File: config.mk
export PLATFORM = sky130hd
export DESIGN_NAME = sdram_inport_bist
export DESIGN_NICKNAME = d
export VERILOG_FILES = /design/src/rtl/sdram_inport_bist.sv
export SDC_FILE = /design/constraint.sdc
export NUM_CORES = 1
export LEC_CHECK = 0
export CAP_MARGIN = 20
export CORE_ASPECT_RATIO = 0.75
export CORE_MARGIN = 2
export CORE_UTILIZATION = 40
export CTS_BUF_LIST = sky130_fd_sc_hd__clkbuf_16
export DETAILED_ROUTE_END_ITERATION = 12
export MAX_ROUTING_LAYER = met4
export PLACE_DENSITY = 0.63
export SLEW_MARGIN = 20
export SYNTH_ARGS = -nofsm -noshare
export SYNTH_HDL_FRONTEND = slang
export SYNTH_SLANG_ARGS = --single-unit
export TNS_END_PERCENT = 20
File: constraint.sdc
create_clock -name clk_i -period 7.14 [get_ports clk_i]
set_clock_uncertainty 0.05 [all_clocks]
set_input_delay 1.071 -clock clk_i [delete_from_list [all_inputs] [get_ports clk_i]]
set_output_delay 1.071 -clock clk_i [all_outputs]
set_load 0.01 [all_outputs]
File: src/rtl/sdram_inport_bist.sv
// sdram_inport_bist: built-in self test initiator for the SDRAM inport.
// Writes a seed-derived pattern over a word range, reads it back, compares,
// and reports pass/fail, a saturating error count and the first failing address.
module sdram_inport_bist #(
    parameter int ACK_TIMEOUT = 1024,
    parameter int CNT_W       = 16
) (
    input  logic             clk_i,
    input  logic             rst_i,
    input  logic             start_i,
    input  logic [31:0]      base_addr_i,
    input  logic [CNT_W-1:0] num_words_i,
    input  logic [31:0]      seed_i,
    output logic             busy_o,
    output logic             done_o,
    output logic             pass_o,
    output logic [CNT_W-1:0] err_count_o,
    output logic [31:0]      first_fail_addr_o,
    output logic [3:0]       inport_wr_o,
    output logic             inport_rd_o,
    output logic [31:0]      inport_addr_o,
    output logic [31:0]      inport_write_data_o,
    input  logic             inport_accept_i,
    input  logic             inport_ack_i,
    input  logic             inport_error_i,
    input  logic [31:0]      inport_read_data_i
);
    localparam int TMO_W = $clog2(ACK_TIMEOUT + 1);
    // The first wait cycle after accept holds count 0, so the last allowed
    // wait cycle is ACK_TIMEOUT-1; no ack there abandons the access.
    localparam logic [TMO_W-1:0] TMO_LAST = TMO_W'(ACK_TIMEOUT - 1);

    typedef enum logic [2:0] {
        ST_IDLE   = 3'd0,
        ST_WR_REQ = 3'd1,
        ST_WR_ACK = 3'd2,
        ST_RD_REQ = 3'd3,
        ST_RD_ACK = 3'd4,
        ST_DONE   = 3'd5
    } state_t;

    // Test pattern for a word, from its address bits [17:2] and the seed.
    function automatic logic [31:0] pattern(input logic [15:0] word_idx,
                                            input logic [31:0] seed);
        return {word_idx, ~word_idx} ^ seed;
    endfunction

    state_t           state_r, next_state_s, hs_next_s, adv_state_s;
    logic [CNT_W-1:0] n_r, n_nxt_s, num_r, err_r, err_nxt_s;
    logic [31:0]      base_r, seed_r, addr_r, addr_nxt_s, ffa_r, ffa_nxt_s;
    logic [31:0]      seed_use_s, base_in_s, wdata_r;
    logic [TMO_W-1:0] tmo_r;
    logic [3:0]       wr_r;
    logic             rd_r, busy_r, done_r, pass_r;
    logic             start_go_s, complete_s, fail_s, wr_phase_s, last_s, err_inc_s;

    assign base_in_s  = base_addr_i & 32'hFFFF_FFFC;
    assign last_s     = (n_r == (num_r - CNT_W'(1)));
    assign seed_use_s = start_go_s ? seed_i : seed_r;
    assign err_inc_s  = complete_s & fail_s;

    // Handshake decoding, access completion/failure and next-state selection.
    always_comb begin
        hs_next_s   = state_r;
        start_go_s  = 1'b0;
        complete_s  = 1'b0;
        fail_s      = 1'b0;
        wr_phase_s  = 1'b0;
        case (state_r)
            ST_IDLE: begin
                if (start_i) begin
                    start_go_s = 1'b1;
                    hs_next_s  = (num_words_i == {CNT_W{1'b0}}) ? ST_DONE : ST_WR_REQ;
                end else begin
                    hs_next_s = ST_IDLE;
                end
            end
            ST_WR_REQ, ST_RD_REQ: begin
                wr_phase_s = (state_r == ST_WR_REQ);
                if (inport_accept_i) begin
                    if (inport_ack_i) begin
                        complete_s = 1'b1;
                        fail_s     = inport_error_i |
                                     (~wr_phase_s & (inport_read_data_i != pattern(addr_r[17:2], seed_r)));
                    end else begin
                        hs_next_s = wr_phase_s ? ST_WR_ACK : ST_RD_ACK;
                    end
                end else begin
                    hs_next_s = state_r;
                end
            end
            ST_WR_ACK, ST_RD_ACK: begin
                wr_phase_s = (state_r == ST_WR_ACK);
                if (inport_ack_i) begin
                    complete_s = 1'b1;
                    fail_s     = inport_error_i |
                                 (~wr_phase_s & (inport_read_data_i != pattern(addr_r[17:2], seed_r)));
                end else if (tmo_r == TMO_LAST) begin
                    complete_s = 1'b1;
                    fail_s     = 1'b1;
                end else begin
                    hs_next_s = state_r;
                end
            end
            ST_DONE: hs_next_s = ST_IDLE;
            default: hs_next_s = ST_IDLE;
        endcase

        if (last_s) begin
            adv_state_s = wr_phase_s ? ST_RD_REQ : ST_DONE;
        end else begin
            adv_state_s = wr_phase_s ? ST_WR_REQ : ST_RD_REQ;
        end
        next_state_s = complete_s ? adv_state_s : hs_next_s;
    end

    // Word index, address, error count and first-fail address updates.
    always_comb begin
        n_nxt_s    = n_r;
        addr_nxt_s = addr_r;
        err_nxt_s  = err_r;
        ffa_nxt_s  = ffa_r;
        if (start_go_s) begin
            n_nxt_s    = {CNT_W{1'b0}};
            addr_nxt_s = base_in_s;
            err_nxt_s  = {CNT_W{1'b0}};
            ffa_nxt_s  = 32'h0000_0000;
        end else if (complete_s) begin
            n_nxt_s    = last_s ? {CNT_W{1'b0}} : (n_r + CNT_W'(1));
            addr_nxt_s = last_s ? base_r : (addr_r + 32'd4);
            if (err_inc_s) begin
                err_nxt_s = (&err_r) ? err_r : (err_r + CNT_W'(1));
                ffa_nxt_s = (err_r == {CNT_W{1'b0}}) ? addr_r : ffa_r;
            end else begin
                err_nxt_s = err_r;
                ffa_nxt_s = ffa_r;
            end
        end else begin
            n_nxt_s    = n_r;
            addr_nxt_s = addr_r;
        end
    end

    // State, datapath and registered request/status outputs.
    always_ff @(posedge clk_i or posedge rst_i) begin
        if (rst_i) begin
            state_r <= ST_IDLE;
            n_r     <= {CNT_W{1'b0}};
            num_r   <= {CNT_W{1'b0}};
            err_r   <= {CNT_W{1'b0}};
            base_r  <= 32'h0000_0000;
            seed_r  <= 32'h0000_0000;
            addr_r  <= 32'h0000_0000;
            ffa_r   <= 32'h0000_0000;
            wdata_r <= 32'h0000_0000;
            tmo_r   <= {TMO_W{1'b0}};
            wr_r    <= 4'h0;
            rd_r    <= 1'b0;
            busy_r  <= 1'b0;
            done_r  <= 1'b0;
            pass_r  <= 1'b0;
        end else begin
            state_r <= next_state_s;
            n_r     <= n_nxt_s;
            addr_r  <= addr_nxt_s;
            err_r   <= err_nxt_s;
            ffa_r   <= ffa_nxt_s;
            if (start_go_s) begin
                base_r <= base_in_s;
                seed_r <= seed_i;
                num_r  <= num_words_i;
            end else begin
                base_r <= base_r;
                seed_r <= seed_r;
                num_r  <= num_r;
            end
            if (state_r == ST_WR_ACK || state_r == ST_RD_ACK) begin
                tmo_r <= tmo_r + TMO_W'(1);
            end else begin
                tmo_r <= {TMO_W{1'b0}};
            end
            wr_r    <= (next_state_s == ST_WR_REQ) ? 4'hF : 4'h0;
            rd_r    <= (next_state_s == ST_RD_REQ);
            wdata_r <= (next_state_s == ST_WR_REQ) ? pattern(addr_nxt_s[17:2], seed_use_s) : wdata_r;
            busy_r  <= (next_state_s != ST_IDLE) && (next_state_s != ST_DONE);
            done_r  <= (next_state_s == ST_DONE);
            if (next_state_s == ST_DONE) begin
                pass_r <= (err_nxt_s == {CNT_W{1'b0}});
            end else if (start_go_s) begin
                pass_r <= 1'b0;
            end else begin
                pass_r <= pass_r;
            end
        end
    end

    assign busy_o              = busy_r;
    assign done_o              = done_r;
    assign pass_o              = pass_r;
    assign err_count_o         = err_r;
    assign first_fail_addr_o   = ffa_r;
    assign inport_wr_o         = wr_r;
    assign inport_rd_o         = rd_r;
    assign inport_addr_o       = addr_r;
    assign inport_write_data_o = wdata_r;
endmodule

==> results of run 1 <==
cell usage after synthesis (all sizes together), types with 7 or more instances:
master	count
o211ai	19
nand2	397
and3	18
or3	9
or2	8
xor2	43
a21oi	16
ha	7
nor4	21
nand4	17
inv	13
nand2b	8
xnor3	15
nand3	39
xnor2	65
nor2	72
dfrtp	222
o21ai	92
mux2	9
a31oi	10
buf	29
nor3	17
mux2i	27
clkbuf	53
logic make-up after synthesis:
| group | after synthesis | synth area share (%) |
|---|---|---|
| adder cells (fa/ha/maj) | 7 | 0.729 |
| buffers and inverters | 97 | 3.57 |
| flip-flops | 222 | 46.2 |
| XOR/XNOR | 129 | 11.9 |
| AO/OA/AOI/OAI | 180 | 10.6 |
| multiplexers | 36 | 3.09 |
| AND/OR/NAND/NOR | 641 | 23.9 |
| other | 1 | 0.0312 |
power by group through the flow:
stage | logic (mW) | clock network, mW | registers (mW)
after floorplan | 1.91 | 0 | 2.15
final | 2.88 | 1.25 | 2.25
after global routing | 3.18 | 1.34 | 2.32
after detailed placement | 2.89 | 0 | 2.26
after CTS | 2.91 | 1.28 | 2.25
after global placement | 2.85 | 0 | 2.25
sequential cells by signal, indices dropped and copies added, names as in the netlist, 11 cells and up:
name	flops
n_r	16
inport_write_data_o	32
first_fail_addr_o	31
num_r	16
inport_addr_o	30
seed_r	32
base_r	30
err_count_o	16
tmo_r	11
layout by cell type (no fill, tap or decap), types with 3 or more instances in the layout:
cell,n
dfrtp_1,222
nand2b_1,8
mux2_2,9
xnor3_1,15
o211ai_1,10
nor2_1,71
nand2_1,397
o22ai_1,5
o21ai_1,10
a31oi_4,5
xor3_1,6
nor4b_2,3
clkbuf_16,25
o21ai_0,81
a21oi_1,16
clkinv_1,7
xnor2_1,65
clkinvlp_4,3
ha_1,7
bufinv_16,3
buf_4,11
nand3_1,39
or2_2,7
nand3b_1,6
mux2i_1,27
inv_1,17
and3_1,18
nor2b_1,4
or3_1,9
clkdlybuf4s50_1,233
a211oi_1,3
and4_1,4
nor4_1,21
a31oi_1,5
nor3_1,15
or4_1,5
o211ai_2,9
xor2_1,43
nand4_1,17
through the flow:
stage	cells	setup WS, ns	hold WS [ns]
2_1_floorplan	1314	3.12	0.374
3_3_place_gp	1870	2.25	0.392
3_5_place_dp	1870	2.15	0.400
4_1_cts	1913	2.15	0.407
5_1_grt	1915	1.87	0.430
6_report	1915	2.15	0.403
cell type report:
class | instances | area [µm²] | area share [%]
Clock buffer | 25 | 626 | 4.06
Clock inverter | 18 | 160 | 1.04
Inverter | 15 | 65.1 | 0.423
Sequential cell | 222 | 5560 | 36.1
Antenna cell | 2 | 5.00 | 0.0325
Tap cell | 392 | 490 | 3.19
Timing Repair Buffer | 246 | 2450 | 15.9
Multi-Input combinational cell | 995 | 6050 | 39.3
layer usage:
layer / wire [µm] / vias up
met5: 0 / -
met4: 456 / 0
met3: 2400 / 32
met2: 15000 / 296
met1: 16900 / 4879
li1: - / 4843
worst max path at each step:
stage,endpoint,slack (ns),depth (start not counted)
after floorplan,base_r[10],3.12,1
after global placement,inport_write_data_o[11],2.25,14
after detailed placement,inport_write_data_o[12],2.15,14
after CTS,inport_write_data_o[12],2.15,14
after global routing,inport_write_data_o[12],1.87,14
final,inport_write_data_o[13],2.15,14
==> flow_summary.ini, run 1 <==
[status]
status = completed

[placed_design]
port_buffers = 233
place_area_mm2 = 0.0146
gp_congestion = 0.899
place_hpwl_mm = 24.5

[power]
p_per_area_mw_per_mm2 = 414
p_int_mw = 3.90
switching_share_pct = 38.8
p_total_mw = 6.38
pwr-share-clk_pct = 19.6
pwr-share-comb_pct = 45.2
peakVddDrop_uv = 153
switchingPower_mw = 2.48
p_seq_share_pct = 35.2
leakage_nw = 6.80

[grt]
use_met2_pct = 32.7
grt_pass1_vias = 9533
overflow = 0
grt.met3_usage_pct = 4.39
antenna_found_initial = 2
gr-max-usage-layer = met1
grt_pass1_wl_mm = 54.6
grt_usage_pct = 22.7
grt_start_max_net_pins = 148
use_met1_pct = 33.7

[synth]
synthesis.instances = 1313
yosysSeqAreaShare_pct = 46.2
synth.area.top_cells = dfrtp_1 (46%), nand2_1 (12%), xnor2_1 (4.7%)
yosysUniqueCellTypes = 81
synth_area_leader_cell = dfrtp_1
ys_seq_elements = 222
syn-cell-area_mm2 = 0.0120
synth_edf_count = 0
synth_top_cell_area_share_pct = 46.2
syn-mean-instance-area_um2 = 9.15
ys_warn_count = 0
ys_async_sr_fraction_pct = 100
ys.flop_type = dfrtp_1

[routing]
first_iter_violations = 662
viasPerCell = 5.25
drc_errors = 0
ant_nets = 0
wl_mm = 34.7
vias = 10050
first_pass_iters = 5
wl_per_cell_um = 18.1

[min_path]
hp-start = tmo_r[0]
whs_endpoint = tmo_r[0]
holdPathStages = 1
hp-class = reg2reg

[timing]
rsz0062_at_grt = no
tightest_slew_ns = 0.935
period_needed_ns = 4.99
finalHoldViolations = 0
setup_tns_ns = 0
fmax_ghz = 0.200
slew_headroom_pct = 37.7
layout_worst_path_cycle_share_pct = 69.9
setup_viol = 0
drv_slew = 0

[setup_path]
cp.required_ns = 7.49
cp_slowest_cell = nand3b_1
worst_ep_arrival_time_ns = 5.34
path_max_fanout = 31
cp-end-kind = flip-flop
r2r-end = inport_write_data_o[13]
cpPeakStageDelay_ns = 0.59
crit_chain = inv_1, ha_1, or3b_2, or4_1, nand4b_1, a21oi_1, o2111ai_4, buf_4, clkinv_4, ha_1, mux2i_1, nand3b_1, clkinv_1, mux2_2
critical_path_buf_inv_count = 4
rr_worst_depth = 14
startpoint_type = flip-flop
cp_common_cell = ha_1
r2r-start = num_r[0]
startpoint = num_r[0]
critical-path-top-delay-family = simple AND/OR/NAND/NOR gates
r2r_setup_slack_ns = 2.15
worstSetupPathType = reg2reg

[floorplan]
initial_core_util_pct = 41.0
die-height_um = 154
die_x_um = 204
core-area_mm2 = 0.0293
die_area_mm2 = 0.0314
io_pins = 238
num_rows = 54

[clock_tree]
cts-hold-fix-buffers = 0
cts_setup_buffers = 0
cts.clk_slew.worst_paths_ns = 0.06
cts_resized = 0
clk_latency_ns = 0.52
cts_tree = yes
cts_buffer_depth = 3
cts_sinks = 222
cts-buffers-inserted = 25
htreeDepth = 1
cts_root_buffer = clkbuf_16

[flow_run]
cap_viol_max_count = 0

[layout]
post-route-util_pct = 52.5
fin_area_mm2 = 0.0154
finalNetCount = 1630
syn2layout_area_growth_pct = 28.2
drive_gt1_share_pct = 6.31
fillers = 2697
Note: power is estimated with default switching activity, not from simulation.
==> run 2: changes to the inputs <==
==> constraint.sdc (replaced) <==
create_clock -name clk_i -period 4.4 [get_ports clk_i]
set_clock_uncertainty 0.05 [all_clocks]
set_input_delay 0.66 -clock clk_i [delete_from_list [all_inputs] [get_ports clk_i]]
set_output_delay 0.66 -clock clk_i [all_outputs]
set_load 0.01 [all_outputs]
==> flow_summary.ini, run 2 (synthesized netlist as in run 1, its figures left out) <==
[status]
status = completed

[routing]
vias = 10124
ant_nets = 0
viasPerCell = 5.26
first_pass_iters = 5
wl_per_cell_um = 18.6
wl_mm = 35.7
drc_errors = 0
first_iter_violations = 713

[clock_tree]
cts_tree = yes
cts.clk_slew.worst_paths_ns = 0.06
cts_resized = 0
htreeDepth = 1
cts_sinks = 222
clk_latency_ns = 0.53
cts_setup_buffers = 0
cts_buffer_depth = 3
cts-buffers-inserted = 25
cts-hold-fix-buffers = 0
cts_root_buffer = clkbuf_16

[floorplan]
num_rows = 54
die-height_um = 154
die_x_um = 204
io_pins = 238
initial_core_util_pct = 41.0
core-area_mm2 = 0.0293
die_area_mm2 = 0.0314

[setup_path]
worst_ep_arrival_time_ns = 4.49
r2r-start = num_r[0]
cp-end-kind = flip-flop
cp.required_ns = 4.76
r2r_setup_slack_ns = 0.27
worstSetupPathType = reg2reg
startpoint = num_r[0]
startpoint_type = flip-flop
rr_worst_depth = 13
r2r-end = inport_write_data_o[15]
path_max_fanout = 6

[placed_design]
place_hpwl_mm = 24.9
gp_congestion = 0.863
port_buffers = 233
place_ws_ns = 0.254

[timing]
fmax_ghz = 0.242
slew_headroom_pct = 41.0
layout_worst_path_cycle_share_pct = 93.8
finalHoldViolations = 0
setup_viol = 0
period_needed_ns = 4.13
rsz0062_at_grt = no
drv_slew = 0
fin_ws_ns = 0.271
setup_tns_ns = 0
tightest_slew_ns = 0.873

[power]
peakVddDrop_uv = 290
p_per_area_mw_per_mm2 = 673
leakage_nw = 6.85

[layout]
final_cell_mix = nand2_1 (397), clkdlybuf4s50_1 (233), dfrtp_1 (222)
syn2layout_area_growth_pct = 29.0
mostFrequentLayoutCell = nand2_1
drive_gt1_share_pct = 7.06
finalNetCount = 1640

[flow_run]
cap_viol_max_count = 0

[min_path]
holdPathStages = 1
hp-start = tmo_r[0]
whs_endpoint = tmo_r[0]
hp-class = reg2reg

[grt]
grt_pass1_wl_mm = 55.9
grt_pass1_vias = 9794
overflow = 0
antenna_found_initial = 2
grt_usage_pct = 23.2
grt_start_max_net_pins = 141
==> run 2: worst max-delay path by stage <==
| stage | end | slack [ns] | cells after the start |
|---|---|---|---|
| after floorplan | inport_write_data_o[11] | 0.64 | 13 |
| after global placement | pass_o | 0.29 | 10 |
| after detailed placement | inport_write_data_o[14] | 0.25 | 13 |
| after CTS | inport_write_data_o[15] | 0.25 | 13 |
| after global routing | pass_o | 0.05 | 16 |
| final | inport_write_data_o[15] | 0.27 | 13 |
==> run 2: routing by layer <==
metal,global-route usage (%),vias up,routed length (µm)
li1,-,4852,-
met1,34.1,4917,17300
met2,33.7,319,15400
met3,4.30,36,2410
met4,4.00,0,603
met5,-,-,0
==> run 2: report_power, final <==
group          internal (mW)  switching [mW]  leakage, nW
clock network           1.14           0.857        0.373
logic                   2.38            2.46         3.63
registers               2.81           0.789         2.85
total                   6.33            4.11         6.85
==> run 2: stage by stage <==
stage                     area [µm²]  total power [mW]  hold WS, ns  instances  utilization, %
after floorplan                12000              6.58        0.374       1314               -
after global placement         14700              8.37        0.391       1880            50.3
after detailed placement       14700              8.48        0.398       1880            50.3
after CTS                      15500              10.5        0.405       1922            52.8
after global routing           15500              11.2        0.422       1924            52.9
final                          15500              10.4        0.409       1924            52.9
==> run 2: area by class of cell <==
type / instances / area, µm²
Clock inverter: 17 / 131
Inverter: 15 / 65.1
Tap cell: 392 / 490
Antenna cell: 2 / 5.00
Clock buffer: 25 / 626
Multi-Input combinational cell: 995 / 6050
Timing Repair Buffer: 256 / 2580
Fill cell: 2722 / 13800
Sequential cell: 222 / 5560
==> run 2: worst max-delay path, stage by stage (launching register included) <==
cell and delay [ns]:
dfrtp_1 0.44, inv_1 0.10, ha_1 0.19, or4b_1 0.56
o31a_1 0.30, or4_1 0.46, nand3_1 0.16, o2111ai_4 0.16
clkinv_4 0.08, ha_1 0.22, mux2_2 0.30, nand3b_1 0.37
clkinv_1 0.28, mux2_2 0.36
==> run 3: changes to the inputs <==
==> constraint.sdc (replaced) <==
create_clock -name clk_i -period 4.4 [get_ports clk_i]
set_clock_uncertainty 0.05 [all_clocks]
set_input_delay 0.66 -clock clk_i [delete_from_list [all_inputs] [get_ports clk_i]]
set_output_delay 0.66 -clock clk_i [all_outputs]
set_load 0.1 [all_outputs]
==> flow_summary.ini, run 3 (synthesized netlist as in run 1, its figures left out) <==
[placed_design]
place_hpwl_mm = 25.2
gp_congestion = 0.882
place_area_mm2 = 0.0147
port_buffers = 233
place_ws_ns = 0.247
dp_cells = 1879

[layout]
fillers = 2747
syn2layout_area_growth_pct = 28.5
fin_cells = 1924
final_cell_mix = nand2_1 (397), clkdlybuf4s50_1 (233), dfrtp_1 (222)
finalNetCount = 1639
post-route-util_pct = 52.6
fin_area_mm2 = 0.0154
mostFrequentLayoutCell = nand2_1
drive_gt1_share_pct = 6.79

[floorplan]
num_rows = 54
core-area_mm2 = 0.0293
die-height_um = 154
die_x_um = 204
io_pins = 238
die_area_mm2 = 0.0314
initial_core_util_pct = 41.0

[timing]
rsz0062_at_grt = no
setup_tns_ns = 0
period_needed_ns = 4.15
fmax_ghz = 0.241
tightest_slew_ns = 1.10
fin_ws_ns = 0.255
setup_viol = 0
drv_slew = 0
layout_worst_path_cycle_share_pct = 94.2
finalHoldViolations = 0
whs_ns = 0.409
slew_headroom_pct = 26.5

[clock_tree]
cts_setup_buffers = 0
cts-hold-fix-buffers = 0
cts_resized = 0
clk_latency_ns = 0.53
cts-buffers-inserted = 25
htreeDepth = 1
cts_buffer_depth = 3
cts_tree = yes
cts_sinks = 222
cts.clk_slew.worst_paths_ns = 0.06
cts_root_buffer = clkbuf_16

[power]
peakVddDrop_uv = 566
p_total_mw = 13.0
leakage_nw = 6.83
p_per_area_mw_per_mm2 = 842

[routing]
vias = 10045
first_iter_violations = 749
wl_per_cell_um = 18.5
ant_nets = 0
drc_errors = 0
first_pass_iters = 5
viasPerCell = 5.22
wl_mm = 35.6

[grt]
overflow = 0
grt_start_max_net_pins = 108
grt_pass1_wl_mm = 56.0
antenna_found_initial = 1
grt_usage_pct = 23.3
grt_pass1_vias = 9567

[setup_path]
startpoint_type = flip-flop
cp.required_ns = 4.76
startpoint = num_r[0]
worst_ep_arrival_time_ns = 4.51
path_max_fanout = 6
worstSetupPathType = reg2reg
r2r-start = num_r[0]
cp-end-kind = flip-flop

[flow_run]
cap_viol_max_count = 0

[min_path]
hp-start = base_r[22]
hp-class = reg2reg

[status]
status = completed
## run 3: layout make-up
class	instances	area (µm²)	share of cell area, %
multi-input cells	995	6050	39.2
flip-flops and latches	222	5560	36.0
repair buffers	255	2560	16.6
clock buffers	25	626	4.05
well taps	392	490	3.18
clock inverters	19	87.6	0.567
inverters	15	65.1	0.422
diodes	1	2.50	0.0162
## run 3: worst paths after layout
path	cells past startpoint	slack [ns]	end
worst min-delay path	2	0.41	base_r[22]
worst max register to register	13	0.25	inport_write_data_o[14]
min in group asynchronous	2	0.51	err_count_o[8]
worst min register to register	2	0.41	base_r[22]
worst max-delay path	13	0.25	inport_write_data_o[14]
max in group asynchronous	3	2.83	first_fail_addr_o[15]
## run 3: critical path: stages, from the launching register on
cell	delay [ns]
dfrtp_1	0.43
inv_1	0.10
ha_1	0.20
or4b_1	0.55
o31a_1	0.29
or4_1	0.47
nand3_1	0.16
o2111ai_4	0.16
clkinv_4	0.08
ha_1	0.22
mux2_2	0.30
nand3b_1	0.38
clkinv_1	0.29
mux2_2	0.37
## run 3: metal layers
metal  wire length, µm  global-route usage, %  part of all wire, %  vias to the layer above
li1                  -                      -                    -                     4863
met1             17600                   35.4                   50                     4828
met2             15000                   32.8                   42                      317
met3              2400                   3.82                  6.7                       37
met4               517                   4.07                  1.5                        0
met5                 0                      -                    0                        -
## run 3: power by group
part / leakage, nW / internal, mW / switching [mW]
registers: 2.85 / 2.81 / 0.820
clock network: 0.356 / 1.02 / 0.844
logic: 3.62 / 2.35 / 5.14
total: 6.83 / 6.19 / 6.80
